`src/rtl/ray_pkg.sv`:
```
// Shared types and default sizes for the ray-trace vector datapath.
package ray_pkg;

   localparam int DATA_WIDTH = 32;
   localparam int VEC_LANES  = 3;
   localparam int TRI_VERTS  = 3;

   typedef logic signed [DATA_WIDTH-1:0] vec_t [VEC_LANES];

   typedef enum logic [1:0] {
      OCC_EMPTY = 2'd0,
      OCC_ONE   = 2'd1,
      OCC_TWO   = 2'd2
   } occ_e;

   // A single-vector group still needs a 1-bit index port.
   function automatic int idx_width(input int group_size);
      return (group_size > 1) ? $clog2(group_size) : 1;
   endfunction

endpackage

```
`src/rtl/vec_skid_buf.sv`:
```
// Two-entry in-order vector buffer; r_head is always the oldest entry.
module vec_skid_buf
#(
   parameter int WIDTH = 96
) (
   input  logic                 clock,
   input  logic                 reset,
   input  logic                 i_clear,
   input  logic                 i_push,
   input  logic [WIDTH-1:0]     i_push_data,
   input  logic                 i_pop,
   output logic                 o_valid,
   output logic [WIDTH-1:0]     o_head,
   output ray_pkg::occ_e        o_occ
);
   import ray_pkg::*;

   occ_e             r_occ;
   occ_e             w_occ_nxt;
   logic [WIDTH-1:0] r_head;
   logic [WIDTH-1:0] r_tail;
   logic [WIDTH-1:0] w_head_nxt;
   logic [WIDTH-1:0] w_tail_nxt;

   // Next occupancy and entry contents from push/pop; clear wins over both.
   always_comb begin
      w_occ_nxt  = r_occ;
      w_head_nxt = r_head;
      w_tail_nxt = r_tail;
      if (i_clear) begin
         w_occ_nxt = OCC_EMPTY;
      end else begin
         case (r_occ)
            OCC_EMPTY: begin
               if (i_push) begin
                  w_head_nxt = i_push_data;
                  w_occ_nxt  = OCC_ONE;
               end else begin
                  w_occ_nxt  = OCC_EMPTY;
               end
            end
            OCC_ONE: begin
               if (i_push && i_pop) begin
                  w_head_nxt = i_push_data;
                  w_occ_nxt  = OCC_ONE;
               end else if (i_push) begin
                  w_tail_nxt = i_push_data;
                  w_occ_nxt  = OCC_TWO;
               end else if (i_pop) begin
                  w_occ_nxt  = OCC_EMPTY;
               end else begin
                  w_occ_nxt  = OCC_ONE;
               end
            end
            OCC_TWO: begin
               if (i_pop) begin
                  w_head_nxt = r_tail;
                  w_occ_nxt  = OCC_ONE;
               end else begin
                  w_occ_nxt  = OCC_TWO;
               end
            end
            default: begin
               w_occ_nxt = OCC_EMPTY;
            end
         endcase
      end
   end

   // Buffer state registers.
   always_ff @(posedge clock or negedge reset) begin
      if (!reset) begin
         r_occ  <= OCC_EMPTY;
         r_head <= {WIDTH{1'b0}};
         r_tail <= {WIDTH{1'b0}};
      end else begin
         r_occ  <= w_occ_nxt;
         r_head <= w_head_nxt;
         r_tail <= w_tail_nxt;
      end
   end

   assign o_valid = (r_occ != OCC_EMPTY);
   assign o_head  = r_head;
   assign o_occ   = r_occ;

endmodule

```
`src/rtl/ray_vec_unpacker.sv`:
```
// Pops vectors from a FWFT FIFO into a registered valid/ready stream,
// tagging group position and counting accepted transfers.
module ray_vec_unpacker
#(
   parameter int DATA_WIDTH = ray_pkg::DATA_WIDTH,
   parameter int ARRAY_SIZE = ray_pkg::VEC_LANES,
   parameter int GROUP_SIZE = ray_pkg::TRI_VERTS,
   parameter int CNT_WIDTH  = 32
) (
   input  logic                                           clock,
   input  logic                                           reset,
   input  logic                                           clear,
   input  logic                                           in_empty,
   input  logic signed [DATA_WIDTH-1:0]                   in_data [ARRAY_SIZE],
   output logic                                           in_rd_en,
   output logic                                           out_valid,
   input  logic                                           out_ready,
   output logic signed [DATA_WIDTH-1:0]                   out_data [ARRAY_SIZE],
   output logic                                           out_last,
   output logic [((GROUP_SIZE > 1) ? $clog2(GROUP_SIZE) : 1)-1:0] out_index,
   output logic [CNT_WIDTH-1:0]                           out_count
);
   import ray_pkg::*;

   localparam int                   VEC_W     = DATA_WIDTH * ARRAY_SIZE;
   localparam int                   IDX_WIDTH = idx_width(GROUP_SIZE);
   localparam logic [IDX_WIDTH-1:0] GRP_LAST  = IDX_WIDTH'(GROUP_SIZE - 1);
   localparam logic [CNT_WIDTH-1:0] CNT_MAX   = {CNT_WIDTH{1'b1}};

   logic [VEC_W-1:0]     w_in_flat;
   logic [VEC_W-1:0]     w_head_flat;
   logic                 w_pop;
   logic                 w_xfer;
   logic                 w_valid;
   occ_e                 w_occ;
   logic [IDX_WIDTH-1:0] r_grp;
   logic [CNT_WIDTH-1:0] r_count;

   for (genvar g = 0; g < ARRAY_SIZE; g++) begin : g_lane
      assign w_in_flat[g*DATA_WIDTH +: DATA_WIDTH] = in_data[g];
      assign out_data[g] = w_head_flat[g*DATA_WIDTH +: DATA_WIDTH];
   end

   // Pop only from registered occupancy, so out_ready never reaches in_rd_en.
   assign w_pop  = reset & ~in_empty & (w_occ != OCC_TWO) & ~clear;
   assign w_xfer = w_valid & out_ready;

   vec_skid_buf #(
      .WIDTH       (VEC_W)
   ) u_buf (
      .clock       (clock),
      .reset       (reset),
      .i_clear     (clear),
      .i_push      (w_pop),
      .i_push_data (w_in_flat),
      .i_pop       (w_xfer),
      .o_valid     (w_valid),
      .o_head      (w_head_flat),
      .o_occ       (w_occ)
   );

   // Position of the current head within its group.
   always_ff @(posedge clock or negedge reset) begin
      if (!reset) begin
         r_grp <= {IDX_WIDTH{1'b0}};
      end else if (clear) begin
         r_grp <= {IDX_WIDTH{1'b0}};
      end else if (w_xfer) begin
         r_grp <= (r_grp == GRP_LAST) ? {IDX_WIDTH{1'b0}} : r_grp + {{(IDX_WIDTH-1){1'b0}}, 1'b1};
      end else begin
         r_grp <= r_grp;
      end
   end

   // Saturating count of accepted transfers.
   always_ff @(posedge clock or negedge reset) begin
      if (!reset) begin
         r_count <= {CNT_WIDTH{1'b0}};
      end else if (clear) begin
         r_count <= {CNT_WIDTH{1'b0}};
      end else if (w_xfer && (r_count != CNT_MAX)) begin
         r_count <= r_count + {{(CNT_WIDTH-1){1'b0}}, 1'b1};
      end else begin
         r_count <= r_count;
      end
   end

   assign in_rd_en  = w_pop;
   assign out_valid = w_valid;
   assign out_last  = w_valid & (r_grp == GRP_LAST);
   assign out_index = r_grp;
   assign out_count = r_count;

endmodule

```
`config.mk`:
```
export PLATFORM = sky130hd
export DESIGN_NAME = ray_vec_unpacker
export DESIGN_NICKNAME = d
export VERILOG_FILES = /design/src/rtl/ray_pkg.sv /design/src/rtl/vec_skid_buf.sv /design/src/rtl/ray_vec_unpacker.sv
export SDC_FILE = /design/constraint.sdc
export NUM_CORES = 1
export LEC_CHECK = 0
export ABC_AREA = 1
export BUFFER_PORTS_ARGS = -buffer_cell sky130_fd_sc_hd__buf_2
export CORE_MARGIN = 2
export CORE_UTILIZATION = 40
export DETAILED_ROUTE_END_ITERATION = 8
export GPL_TIMING_DRIVEN = 0
export PLACE_DENSITY = 0.63
export SLEW_MARGIN = 10
export SYNTH_ARGS = -nofsm -noshare
export SYNTH_HDL_FRONTEND = slang
export SYNTH_SLANG_ARGS = --single-unit
```
`constraint.sdc`:
```
create_clock -name clock -period 2.3 [get_ports clock]
set_clock_uncertainty 0.05 [all_clocks]
set_input_delay 0.345 -clock clock [delete_from_list [all_inputs] [get_ports clock]]
set_output_delay 0.345 -clock clock [all_outputs]
set_load 0.02 [all_outputs]
```
* Word level (Yosys, flattened, before mapping)
Index checks and enable logic that the tools add are counted.
** Word-level totals
- Bits of input ports :: 101
- Memories kept :: 0
- Latch bits :: 0
- Memory bits (read-only) :: 0
- RAM bits :: 0
- Flip-flop bits (word level) :: 228
** Cells by class
- Equality and inequality tests :: 8
- Add/sub/neg operators :: 2
- Magnitude comparators :: 0
- Muxes and demuxes :: 16
- Div/mod/pow operators :: 0
- Reductions and logical operators :: 9
- Shift-type cells :: 0
- $mul :: 0
- Bitwise logic cells :: 8
** Operators by type and width (count)
- $mux W96 :: 3
- $pmux W96 S3 :: 1
- $mux W32 :: 2
- $add A32 B1 Y32 const B :: 1
- $ne A32 B32 Y1 const B :: 1
- $mux W2 :: 7
- $ne A2 B1 Y1 const B :: 3
- $pmux W2 S3 :: 1
- $reduce_bool A2 Y1 :: 3
- $and A1 B1 Y1 :: 5
- $reduce_and A5 Y1 :: 1
- $eq A2 B2 Y1 const B :: 2
- $reduce_and A4 Y1 :: 1
- $not A1 Y1 :: 3
- $reduce_bool A3 Y1 :: 1
- $add A2 B1 Y2 const B :: 1
- $eq A2 B1 Y1 const B :: 1
- $logic_and A1 B1 Y1 :: 2
- $logic_not A2 Y1 :: 1
- $mux W1 :: 2
- $ne A2 B2 Y1 const B :: 1

* Depth between registers and ports, before layout
Gate-level depths: netlist (run 1).
- Word-level depth :: 8
- Mapped depth :: 11
- Mapped depth without buffers :: 10

* Hierarchy
Synthesis (run 1) repeated with hierarchy kept, for this count alone.
** Unflattened totals
- Cells, all modules :: 1400
- Area, all modules :: 10908.0 µm²
** Modules (own cells, without submodules)
- vec_skid_buf :: cells an instance 1057, area each 8494.4 µm², times used 1
- ray_vec_unpacker :: cells an instance 343, area each 2413.6 µm², times used 1

* Worst setup path before layout (run 1)
No wires, ideal clock.
- Path kind :: input -> register
- From :: in clear
- To :: reg u_buf.r_head[0], in the netlist u_buf.o_head[0]
- Stages on the path :: 10
- Setup time :: 0.126 ns
- Arrival time :: 1.795 ns
- Path buffers :: 3
- Setup slack :: 0.329 ns
- Required time :: 2.124 ns
- Cells stage by stage :: clkbuf_2 -> nor2_1 -> nand3_1 -> inv_1 -> ha_1 -> nor2_1 -> a211oi_2 -> buf_2 -> buf_2 -> o21ai_0
** Between the ends
- Cells in the longest elaborated chain, start to end :: 5
** Ends and longest elaborated chain
- start, declared :: line ray_vec_unpacker.sv:12 : input logic clear,
- $not A1 Y1 (no source line) *
- $and A1 B1 Y1 * :: line ray_vec_unpacker.sv:45 : assign w_pop = reset & ~in_empty & (w_occ != OCC_TWO) & ~clear;
- named net in_rd_en :: line ray_vec_unpacker.sv:15 : output logic in_rd_en,
- $logic_and A1 B1 Y1 :: line vec_skid_buf.sv:43 : if (i_push && i_pop) begin
- $ne A2 B1 Y1 (no source line)
- $reduce_and A5 Y1 (no source line) *
- end signal, assigned :: line vec_skid_buf.sv:74 : r_head <= {WIDTH{1'b0}};
- end signal, assigned :: line vec_skid_buf.sv:78 : r_head <= w_head_nxt;
- end, declared :: line vec_skid_buf.sv:20 : logic [WIDTH-1:0] r_head;
Mark *: on every way through the listed nets, which the timed path passes. The rest lies on a longest branch.
A chain may end at the register's enable or synchronous reset.

* Final worst setup path (run 1)
- From :: reg u_buf.r_occ[0], in the netlist u_buf.o_occ[0]
- To :: reg u_buf.r_head[34], in the netlist u_buf.o_head[34]
** Between the ends
- Cells in the longest elaborated chain, start to end :: 6
** Ends and longest elaborated chain
- start, declared :: line vec_skid_buf.sv:18 : occ_e r_occ;
- start signal, assigned :: line vec_skid_buf.sv:77 : r_occ <= w_occ_nxt;
- $ne A2 B2 Y1 :: line ray_vec_unpacker.sv:45
- $and A1 B1 Y1 (2 in series) :: line ray_vec_unpacker.sv:45
- $logic_and A1 B1 Y1 :: line vec_skid_buf.sv:43
- $ne A2 B1 Y1 (no source line)
- $reduce_and A5 Y1 (no source line)
Several ways; a longest one is shown, not always the timed one.

==> summary.md, run 1 <==
The multi-input combinational cells in the finished layout cover a total of 4000 sq um. Fraction of power spent switching nets: 0.299. Measured along the x axis, the die boundary spans 169 um. The start-to-end type of the worst setup path was register to register. Synthesis produced 1,416 cells.

VDD sags by at most 0.591 mV. Max-cap violations in this run came to 0. 234 I/O pins were placed. Commonest register cell after synthesis: sky130_fd_sc_hd__dfrtp_1. The number of distinct standard cells referenced by the synthesized netlist was 31; the routed wirelength normalized by instance count was 14.8 um. The startpoint kind of the worst setup timing path was a register. Of all cell types, the one taking the most synthesized area is sky130_fd_sc_hd__dfrtp_1.

The run gives 3 as the initial antenna violation count. Largest net degree at the start of global routing: 53. The clock-pin slew on the worst setup and hold paths came out at 60 ps. In this run the cell area measured after placement is 12,600 sq um. The combinational power share came out at 0.198.

In this run the worst path has a maximum fanout of 10. The count of flip-flops with a built-in enable after synthesis is 0. The reg-to-reg critical path endpoint is u_buf.o_head[34]$_DFFE_PN0P_. The run gives 0 as the global-route congestion overflow total. The tree built by TritonCTS fans out to 228 sinks. By area the synthesized netlist is led by sky130_fd_sc_hd__dfrtp_1, sky130_fd_sc_hd__nand2_1, sky130_fd_sc_hd__o21ai_0. After layout, the minimum clock period comes to 2120 ps. For the remaining design rule violation count, the log shows 0. The run gives 1 as the maximum level of the CTS H-tree. The layout cell share with drive strength beyond 1 was 0.214; the via count of the first global-routing pass was 9,366. The final-stage net count is 1,803, and the total nets after synthesis is 1,520. The DRC marker count from the first detailed-route iteration is 577.

The tools report the number of fillers in the final layout as 2,647. Measured in cells, the most critical reg-to-reg path has a length of 11. Using the TritonRoute via totals, the vias-per-cell ratio works out to 4.78. Setup repair after global routing could not meet its margin everywhere. The share of async-settable or async-resettable flops after synthesis came out at 1.00. Timing analysis after detailed placement gives a worst setup slack of -1230 ps. The final weighted congestion of routability-driven global placement is 0.850.

The share of Yosys cell area claimed by the top area cell type works out to 0.523. TritonCTS built the clock tree. The floorplan has 60 rows. The region available for standard cell placement spans 26,900 sq um.

The portion of the post-synthesis area used by sequential elements is 0.523. For the internal power, the log shows 8.27 mW. The relative slew slack was 0.660; the least setup slack across all paths after layout was 175 ps.

The tools report the overall routed net length as 30.4 mm. In this run the register-to-register setup slack is 180 ps. The initial cell density of the core was 0.406.

The first-pass GRT wire length was 48.9 mm. The y dimension of the die works out to 169 um. The flow ran to the end, and the final reports show no timing, DRC or antenna violations. The Yosys warning count is 0. After synthesis, the mean cell area works out to 7.70 sq um. The mapped netlist covers 10,900 sq um. For this block, the via count after detailed routing is 9,839. The root buffer cell chosen for the clock tree is sky130_fd_sc_hd__clkbuf_16. Number of hold-slack violations in the final timing report: 0.

Switching power total: 3.52 mW. For the data required time at the worst endpoint, the log shows 2650 ps. In the post-synthesis netlist, the cell with the most instances is sky130_fd_sc_hd__nand2_1.

Setup violations remaining at the end of the flow were counted as 0. The logs give 7.43 nW for the leakage power summed over all cells and 0.375 for the clock share of power. The tools report the footprint of the flip-flops and latches as 5710 sq um. The type of destination of the critical path is a register.

At the pin with the least slew margin, the transition time is 508 ps. After legalization and detailed placement, the total HPWL measured 20.9 mm. The post-route setup TNS was 0 ps.

The synthesized design contains 228 register bits. The run gives 1,991 as the number of placed instances, taps included. Data arrives at the worst endpoint at 2470 ps. The run gives 12.4 ps as the final worst hold slack.

The post-layout instance count excluding filler cells came out at 2,060. The worst hold path belongs to the class input port to async pin. The detail route stage leaves a number of antenna-violating nets equal to 0. Buffers placed on the I/O ports in this run total 232. The design draws 11.8 mW. By count the netlist is led by sky130_fd_sc_hd__nand2_1, sky130_fd_sc_hd__o21ai_0, sky130_fd_sc_hd__dfrtp_1. The area growth from synthesis to layout works out to 27.4%. Fmax: 471 MHz. The final number of max-transition violations is 0, and the register share of total power is 0.427. The die area came out at 28,600 sq um. The share of the cycle needed by the critical path after routing was 0.924; the number of buffers added by the clock tree synthesis step was 27.

The overall track demand over capacity in global routing was 0.211; the latest clock arrival within the worst-skew pair was 530 ps. The startpoint of the worst-slack reg-to-reg timing path is u_buf.o_occ[0]$_DFF_PN0_. The total iterations of the first detailed-routing run was 5; the maximum buffer depth of the clock tree was 3. The finished cells cover 13,900 sq um.

The run gives 0.517 as the share of the core filled with cells in the final layout. Dividing total power by cell area gives a power density of 849 nW/um^2.
[critical path: stages, from the launching register on]
cell and delay [ps]:
sky130_fd_sc_hd__dfrtp_1 400, sky130_fd_sc_hd__inv_1 50, sky130_fd_sc_hd__nand2_1 110, sky130_fd_sc_hd__nand3_2 120
sky130_fd_sc_hd__inv_2 110, sky130_fd_sc_hd__ha_1 150, sky130_fd_sc_hd__nor2_1 60, sky130_fd_sc_hd__a211oi_4 300
sky130_fd_sc_hd__buf_4 180, sky130_fd_sc_hd__buf_6 140, sky130_fd_sc_hd__buf_2 200, sky130_fd_sc_hd__o21ai_0 100
[repair_timing]
| item | CTS | global route |
|---|---|---|
| endpoints found under the hold margin | 62 | 0 |
| resized for setup | 9 | 22 |
| hold buffers | 12 | 0 |
| setup endpoints to repair | 194 | 147 |
| cloned | 4 | 2 |
| setup buffers | 0 | 2 |
| pin swaps | 0 | 1 |
[state kept, by name, indices dropped and copies added, names as in the netlist]
name,count
out_index,2
u_buf.o_head,96
out_count,32
u_buf.r_tail,96
u_buf.o_occ,2
[how the worst max path moves through the flow]
| stage | slack [ps] | start | endpoint | cells past startpoint |
|---|---|---|---|---|
| after global placement | -4400 | reset | u_buf.o_head[3]$_DFFE_PN0P_ | 9 |
| after detailed placement | -1230 | reset | u_buf.o_head[92]$_DFFE_PN0P_ | 12 |
| after floorplan | 330 | clear | u_buf.o_head[0]$_DFFE_PN0P_ | 10 |
| after global routing | -8 | u_buf.o_occ[0]$_DFF_PN0_ | u_buf.o_head[73]$_DFFE_PN0P_ | 11 |
| final | 180 | u_buf.o_occ[0]$_DFF_PN0_ | u_buf.o_head[34]$_DFFE_PN0P_ | 11 |
| after CTS | 50 | u_buf.o_occ[0]$_DFF_PN0_ | u_buf.r_tail[9]$_DFFE_PN0P_ | 9 |
[power by group through the flow]
stage | Clock (mW) | Combinational (mW) | Sequential (mW)
floorplan | 0 | 0.705 | 5.69
global placement | 0 | 2.23 | 5.08
detailed placement | 0 | 2.26 | 5.10
CTS | 4.52 | 2.35 | 5.04
global route | 4.69 | 2.59 | 5.12
finish | 4.42 | 2.34 | 5.03
[metal layers]
layer	vias up	GRT usage	routed length [um]	part of all wire
met5	-	0	15	0.00049
met4	2	0.0438	375	0.012
met3	34	0.0341	1790	0.059
met2	280	0.344	13700	0.45
met1	4570	0.299	14500	0.48
li1	4953	-	-	-
[layout by cell type, fill, tap and decap left out, types with 6 or more instances in the layout]
cell and instances:
sky130_fd_sc_hd__buf_2 257, sky130_fd_sc_hd__dlygate4sd3_1 6, sky130_fd_sc_hd__clkbuf_1 21, sky130_fd_sc_hd__buf_12 7, sky130_fd_sc_hd__clkbuf_2 6, sky130_fd_sc_hd__clkbuf_16 27
sky130_fd_sc_hd__nor2_1 121, sky130_fd_sc_hd__nand3_1 13, sky130_fd_sc_hd__inv_1 225, sky130_fd_sc_hd__nand3b_1 14, sky130_fd_sc_hd__o21ai_0 238, sky130_fd_sc_hd__a21oi_1 69
sky130_fd_sc_hd__buf_4 9, sky130_fd_sc_hd__dfrtp_1 228, sky130_fd_sc_hd__clkbuf_4 7, sky130_fd_sc_hd__nand2_1 393, sky130_fd_sc_hd__clkbuf_8 8, sky130_fd_sc_hd__nand2_2 12
sky130_fd_sc_hd__buf_6 6
[cell families after synthesis]
kind of cell / synth area share
flops: 0.523
xor+xnor: 0.00482
simple gates: 0.211
buf+inv: 0.111
compound gates: 0.146
fa+ha+maj: 0.00344
[cell type report]
type	count	share of cell area
buffer	70	0.0288
clock buffer	39	0.0577
timing repair buffer	254	0.113
antenna	1	0.000180
inverter	227	0.0614
multi-input combinational	891	0.288
clock inverter	9	0.00910
sequential	228	0.411
tap	341	0.0307
(Power assumes the default switching activity.)
==> run 2, diff against run 1 <==
- CORE_ASPECT_RATIO: default -> 0.8
- SLEW_MARGIN: 10 -> 5
==> summary.md, run 2 (synthesized netlist as in run 1, its figures left out) <==
The share of the cycle needed by the critical path after routing was 0.920. For this design, the slowest cell found on the critical path is sky130_fd_sc_hd__dfrtp_1. In the layout the commonest cells are sky130_fd_sc_hd__nand2_1, sky130_fd_sc_hd__buf_2, sky130_fd_sc_hd__o21ai_0. Summed over all layers, the routed wires come to 30.7 mm. The final weighted congestion of routability-driven global placement was 0.839; the final-stage net count was 1,796. The sequential cells in the finished layout cover a total of 5710 sq um. The routed wirelength normalized by instance count came out at 14.8 um. The run gives 0.403 as the initial cell density of the core. The DRC marker count from the first detailed-route iteration was 572; the area growth from synthesis to layout was 26.1%. The largest incremental delay on the critical path is 420 ps. STA classifies the critical path endpoint as a register.

The initialized floorplan defines 54 standard-cell rows. The first global-routing pass estimated 48.8 mm of wire. In the routed design, unresolved DRC markers number 0.

For the via total after detailed routing, the log shows 9,847. The number of buffers added by the clock tree synthesis step was 26; the y dimension of the die was 152 um. The start-to-end type of the worst setup path is register to register. Summing all placed instances gives a cell area of 12,600 sq um. For this run the aggregate overflow at the end of global routing stands at 0. The placed wire-length estimate after detailed placement came out at 21.3 mm. The via count of the first global-routing pass was 9,239. Clock tree synthesis found a total of 228 sinks.

In this run the standard cell core region covers 27,000 sq um. TritonCTS built the clock tree. The tools report the number of placed instances, taps included as 2,014. The leading cell type in the layout, fill and taps excluded was sky130_fd_sc_hd__nand2_1. Clock-pin slew was measured on the worst setup and hold paths at 60 ps. For the max-cap violation count, the log shows 0. For this design the ratio of total power to cell area is 833 nW/um^2. Counting the fill cells in the layout gives 2,595. The post-detailed-route count of antenna-violating nets is 0.

Switching power total: 3.49 mW. The tools report the data required time at the worst endpoint as 2620 ps. The startpoint of the worst-slack reg-to-reg timing path is u_buf.o_occ[1]$_DFF_PN0_. The worst-case IR drop observed on VDD is 0.540 mV.

In this run the horizontal extent of the chip is 189 um. The maximum fanout count along the critical path works out to 10. The register share of total power is 0.440. The layout cell share with drive strength beyond 1 was 0.208; the number of ports placed on the die boundary was 234. The relative slew slack was 0.634; the clock share of power was 0.357. For the overall track demand over capacity in global routing, the log shows 0.213. In this run the worst hold path is classified as input port to async pin. For the pin with the worst max-slew slack, the measured transition is 549 ps. Setup repair after global routing left no endpoint under its margin. The combinational power share came out at 0.203. The number of buffers and inverters on the critical path was 3; the number of setup violations in the final report was 0.

The maximum buffer depth of the clock tree was 3; the worst endpoint data arrival time was 2440 ps. The run finished with clean final reports. The logs give 8 for the total iterations of the first detailed-routing run and 530 ps for the latest clock arrival within the worst-skew pair.

The fraction of power spent switching nets works out to 0.305. The critical path starts at u_buf.o_occ[1]$_DFF_PN0_. Entering global routing, the biggest net connects 52 pins.

Cell class contributing the biggest share of worst-path delay: simple AND/OR/NAND/NOR gates. The worst reg-to-reg setup slack is 180 ps, and the routed via count divided by cell count is 4.75. The final number of max-transition violations was 0. CTS placed an instance of sky130_fd_sc_hd__clkbuf_16 at the clock tree root. The cell area after layout was 13,700 sq um.

The clock period minus worst slack is 2120 ps. The die covers 28,600 sq um. STA classifies the critical path startpoint as a register. The post-layout instance count excluding filler cells is 2,074.

Traced cell by cell, the critical path runs through nor2_2 > nor2_4 > inv_1 > ha_1 > nand3_1 > clkbuf_4 > buf_2 > nand2_1 > o21ai_0. Summing all multi-input logic gate instances after layout gives 3990 sq um. Timing would allow up to 473 MHz. Cell internal power was estimated by the tool at 7.96 mW.

The logs give 1 for the initial antenna violation count and 1 for the maximum level of the CTS H-tree. The run gives 0 as the number of hold-slack violations in the final timing report. In this run the static leakage power is 7.35 nW. The port buffer count is 232.
## run 2: changes by cell type in the layout (fill, tap and decap cells not counted), sizes merged
| cell | delta |
|---|---|
| clkbuf | -7 |
| diode | +2 |
| bufbuf | -1 |
| bufinv | -1 |
| clkinv | +1 |
| clkinvlp | -1 |
| dlygate4sd3 | -1 |
| inv | -1 |
## run 2: path summary, 6_finish.rpt
kind / to / cells after the start
min in group clock: u_buf.r_tail[11]$_DFFE_PN0P_ / 3
max reg2reg: u_buf.r_tail[69]$_DFFE_PN0P_ / 9
min: u_buf.r_tail[14]$_DFFE_PN0P_ / 3
max: u_buf.r_tail[69]$_DFFE_PN0P_ / 9
min reg2reg: u_buf.r_tail[73]$_DFFE_PN0P_ / 2
max in group asynchronous: out_count[0]$_DFFE_PN0P_ / 4
## run 2: power by group through the flow
| stage | Sequential, mW | Clock, mW | Combinational, mW |
|---|---|---|---|
| floorplan | 5.69 | 0 | 0.705 |
| global placement | 5.08 | 0 | 2.23 |
| detailed placement | 5.10 | 0 | 2.27 |
| CTS | 5.04 | 4.20 | 2.35 |
| global route | 5.12 | 4.33 | 2.57 |
| finish | 5.04 | 4.09 | 2.33 |
## run 2: layout make-up
cell class	instances	share of cell area
multi-input combinational	891	0.290
tap	364	0.0331
clock inverter	7	0.00701
antenna	3	0.000546
clock buffer	36	0.0537
inverter	227	0.0620
buffer	70	0.0277
timing repair buffer	248	0.111
sequential	228	0.415
## run 2: per-stage QoR
stage / hold slack [ps] / power, mW / setup TNS (ps) / setup slack (ps) / utilization
after floorplan: -0.591 / 6.40 / 0 / 329 / -
after global placement: 416 / 7.31 / -1608770 / -4400 / 0.463
after detailed placement: 219 / 7.37 / -222020 / -1220 / 0.466
after CTS: 9.59 / 11.6 / 0 / 14.4 / 0.508
after global routing: 21.2 / 12.0 / 0 / 11.9 / 0.508
final: 32.3 / 11.5 / 0 / 184 / 0.509
## run 2: layer usage
| layer | share of wire | vias up | GRT usage |
|---|---|---|---|
| met4 | 0.020 | 0 | 0.0457 |
| met2 | 0.43 | 264 | 0.329 |
| li1 | - | 4935 | - |
| met1 | 0.49 | 4608 | 0.320 |
| met3 | 0.055 | 40 | 0.0283 |
| met5 | 0 | - | 0 |
## run 2: worst reg2reg max path, cell delays in order, from the launching register on
cell and delay (ps):
sky130_fd_sc_hd__dfrtp_1 420, sky130_fd_sc_hd__nor2_2 330, sky130_fd_sc_hd__nor2_4 100, sky130_fd_sc_hd__inv_1 90, sky130_fd_sc_hd__ha_1 140, sky130_fd_sc_hd__nand3_1 170, sky130_fd_sc_hd__clkbuf_4 290, sky130_fd_sc_hd__buf_2 230
sky130_fd_sc_hd__nand2_1 70, sky130_fd_sc_hd__o21ai_0 90
## run 2: what timing repair did
| item | 4_1_cts | 5_1_grt |
|---|---|---|
| endpoints found under the hold margin | 87 | 0 |
| pin swaps | 0 | 0 |
| setup endpoints to repair | 194 | 60 |
| resized for setup | 7 | 8 |
| setup buffers | 0 | 0 |
| hold buffers | 11 | 0 |
| gates cloned | 3 | 0 |
==> run 3, diff against run 2 <==
- BUFFER_PORTS_ARGS: -buffer_cell sky130_fd_sc_hd__buf_2 -> default
- DONT_BUFFER_PORTS: default -> 1
- PLACE_DENSITY: 0.63 -> 0.55
==> summary.md, run 3 (synthesized netlist as in run 1, its figures left out) <==
The run finished, with violations left. The final reports fail on negative hold slack. The die covers 28,600 sq um. Entering global routing, the biggest net connects 230 pins. The maximum level of the CTS H-tree was 1; the placeable core region was 27,000 sq um.

In this run the critical register-to-register path is captured at u_buf.o_head[91]$_DFFE_PN0P_. The maximum buffer depth of the clock tree was 3; the routed via count divided by cell count was 4.83. The port buffer count is 0, and the worst endpoint data arrival time is 2490 ps. Wires add up to 30.7 mm. Via count of the first global-routing pass: 8,869. At the pin with the least slew margin, the transition time is 613 ps. The worst setup timing slack at the placement stage is -529 ps. Based on the critical path, the design can be clocked at up to 466 MHz. The logs give 5 for the total iterations of the first detailed-routing run and 228 for the CTS sink count.

The first global-routing pass estimated 48.3 mm of wire. Detailed placement ended at an HPWL of 20.2 mm. The via total after detailed routing is 9,295. Share of the core filled with cells in the final layout: 0.491.

After the last flow step, the layout net total stands at 1,649. The switching power total is 3.31 mW, and the y dimension of the die is 152 um. The internal power was 7.55 mW; the share of the cycle needed by the critical path after routing was 0.933. The leakage power summed over all cells is 6.58 nW.

The run gives 228 as the number of hold-slack violations in the final timing report. The type of destination of the critical path is a register. STA classifies the critical path startpoint as a register. The placed instances occupy a cell area of 11,400 sq um. In the layout the commonest cells are sky130_fd_sc_hd__nand2_1, sky130_fd_sc_hd__o21ai_0, sky130_fd_sc_hd__inv_1.

Summed over all layers, the global routing overflow is 0. The tools report the cell area after layout as 13,300 sq um. The tools report the overall track demand over capacity in global routing as 0.211. The logs give 0.588 for the relative slew slack and 155 ps for the least setup slack across all paths after layout. The layout cell share with drive strength beyond 1 works out to 0.0808.

The fraction of power spent switching nets came out at 0.305. The tool flagged a number of max-cap violations equal to 0. TritonCTS built the clock tree. The clock-pin slew on the worst setup and hold paths was 60 ps. Buffers inserted to repair hold after CTS numbered 98. The run gives 0.533 as the register share of total power. For the final number of max-transition violations, the log shows 0. Initial cell density of the core: 0.403. Leading cell type in the layout, fill and taps excluded: sky130_fd_sc_hd__nand2_1.

TritonCTS created 26 clock buffers. Counting I/O delays and the setup requirement, the final critical path takes 2150 ps. Setup repair after global routing left no endpoint under its margin.

The tools report the worst voltage drop across the vdd grid as 0.605 mV. CTS root buffer: sky130_fd_sc_hd__clkbuf_16. The number of core rows was 54; the area growth from synthesis to layout was 21.7%. For the final worst hold slack, the log shows -547 ps. Startpoint of the worst-slack reg-to-reg timing path: u_buf.o_occ[0]$_DFF_PN0_. In this run the worst path has a maximum fanout of 10.

After the first detailed-routing iteration, the DRC count stood at 419. The clock reaches the later pin of the worst-skew pair after 530 ps. The path class of the lowest-slack min-delay path is input port to async pin. The power density over cell area works out to 818 nW/um^2.

The combinational power share is 0.097, and the initial antenna violation count is 1. The logs give 0.840 for the final weighted congestion of routability-driven global placement and 0 for the post-detailed-route count of antenna-violating nets. The number of cells on the worst reg-to-reg path is 12. After detailed routing, the average wire length per cell comes to 16.0 um.

For the remaining design rule violation count, the log shows 0. During I/O placement, the number of pins put on the boundary was 234. The start-to-end type of the worst setup path was register to register. The clock share of power was 0.370. The worst reg-to-reg setup slack was 150 ps; the overall die width was 189 um.

The number of setup violations in the final report is 0. The data required time at the worst endpoint was 2640 ps.
run 3: worst max-delay path by stage:
stage / cells after the start / endpoint / startpoint
floorplan: 10 / u_buf.o_head[0]$_DFFE_PN0P_ / clear
global placement: 10 / u_buf.r_tail[8]$_DFFE_PN0P_ / clear
detailed placement: 9 / u_buf.r_tail[92]$_DFFE_PN0P_ / clear
CTS: 11 / u_buf.o_head[2]$_DFFE_PN0P_ / u_buf.o_occ[0]$_DFF_PN0_
global route: 11 / out_count[22]$_DFFE_PN0P_ / out_count[0]$_DFFE_PN0P_
finish: 12 / u_buf.o_head[91]$_DFFE_PN0P_ / u_buf.o_occ[0]$_DFF_PN0_
run 3: per-layer routing:
metal,vias to the layer above,track usage,routed length (um)
li1,4626,-,-
met1,4382,0.307,14900
met2,245,0.316,13100
met3,40,0.0548,2240
met4,2,0.0426,462
met5,-,0,16
run 3: power by group through the flow:
stage	sequential (mW)	combinational (mW)	clock (mW)
2_1_floorplan	5.69	0.705	0
3_3_place_gp	5.84	0.845	0
3_5_place_dp	5.86	0.875	0
4_1_cts	5.80	1.04	4.13
5_1_grt	5.88	1.25	4.28
6_report	5.79	1.06	4.01
run 3: layout make-up:
cell class,count,area (sq um)
fillers,2650,13800
flip-flops and latches,228,5710
multi-input cells,891,4010
repair buffers,101,1010
inverters,227,855
clock buffers,36,748
well taps,364,455
plain buffers,70,413
clock inverters,7,71.3
diodes,1,2.50
run 3: timing repair:
item                                   CTS  global route
cloned                                   0             2
setup endpoints to repair              193           204
endpoints found under the hold margin  379           228
resized for setup                       15            28
pin swaps                                0             1
buffers inserted                         0             1
run 3: stage by stage:
step / hold slack (ps) / instances / TNS (ps) / total power, mW
finish: -547 / 1925 / 0 / 10.9
global route: -578 / 1924 / 0 / 11.4
CTS: -570 / 1921 / 0 / 11.0
detailed placement: 4.18 / 1780 / -69280 / 6.74
global placement: 4.92 / 1780 / -68590 / 6.69
floorplan: -0.591 / 1416 / 0 / 6.40
run 3: critical path, cell delays in order, from the launching register on:
cell and delay, ps:
sky130_fd_sc_hd__dfrtp_2 440, sky130_fd_sc_hd__inv_1 60, sky130_fd_sc_hd__nand2_1 90, sky130_fd_sc_hd__nand3_2 140, sky130_fd_sc_hd__inv_4 90, sky130_fd_sc_hd__ha_1 200, sky130_fd_sc_hd__nor2_1 200, sky130_fd_sc_hd__a211oi_4 50
sky130_fd_sc_hd__buf_4 170, sky130_fd_sc_hd__buf_6 150, sky130_fd_sc_hd__buf_4 180, sky130_fd_sc_hd__nand2_1 100, sky130_fd_sc_hd__o21ai_0 100
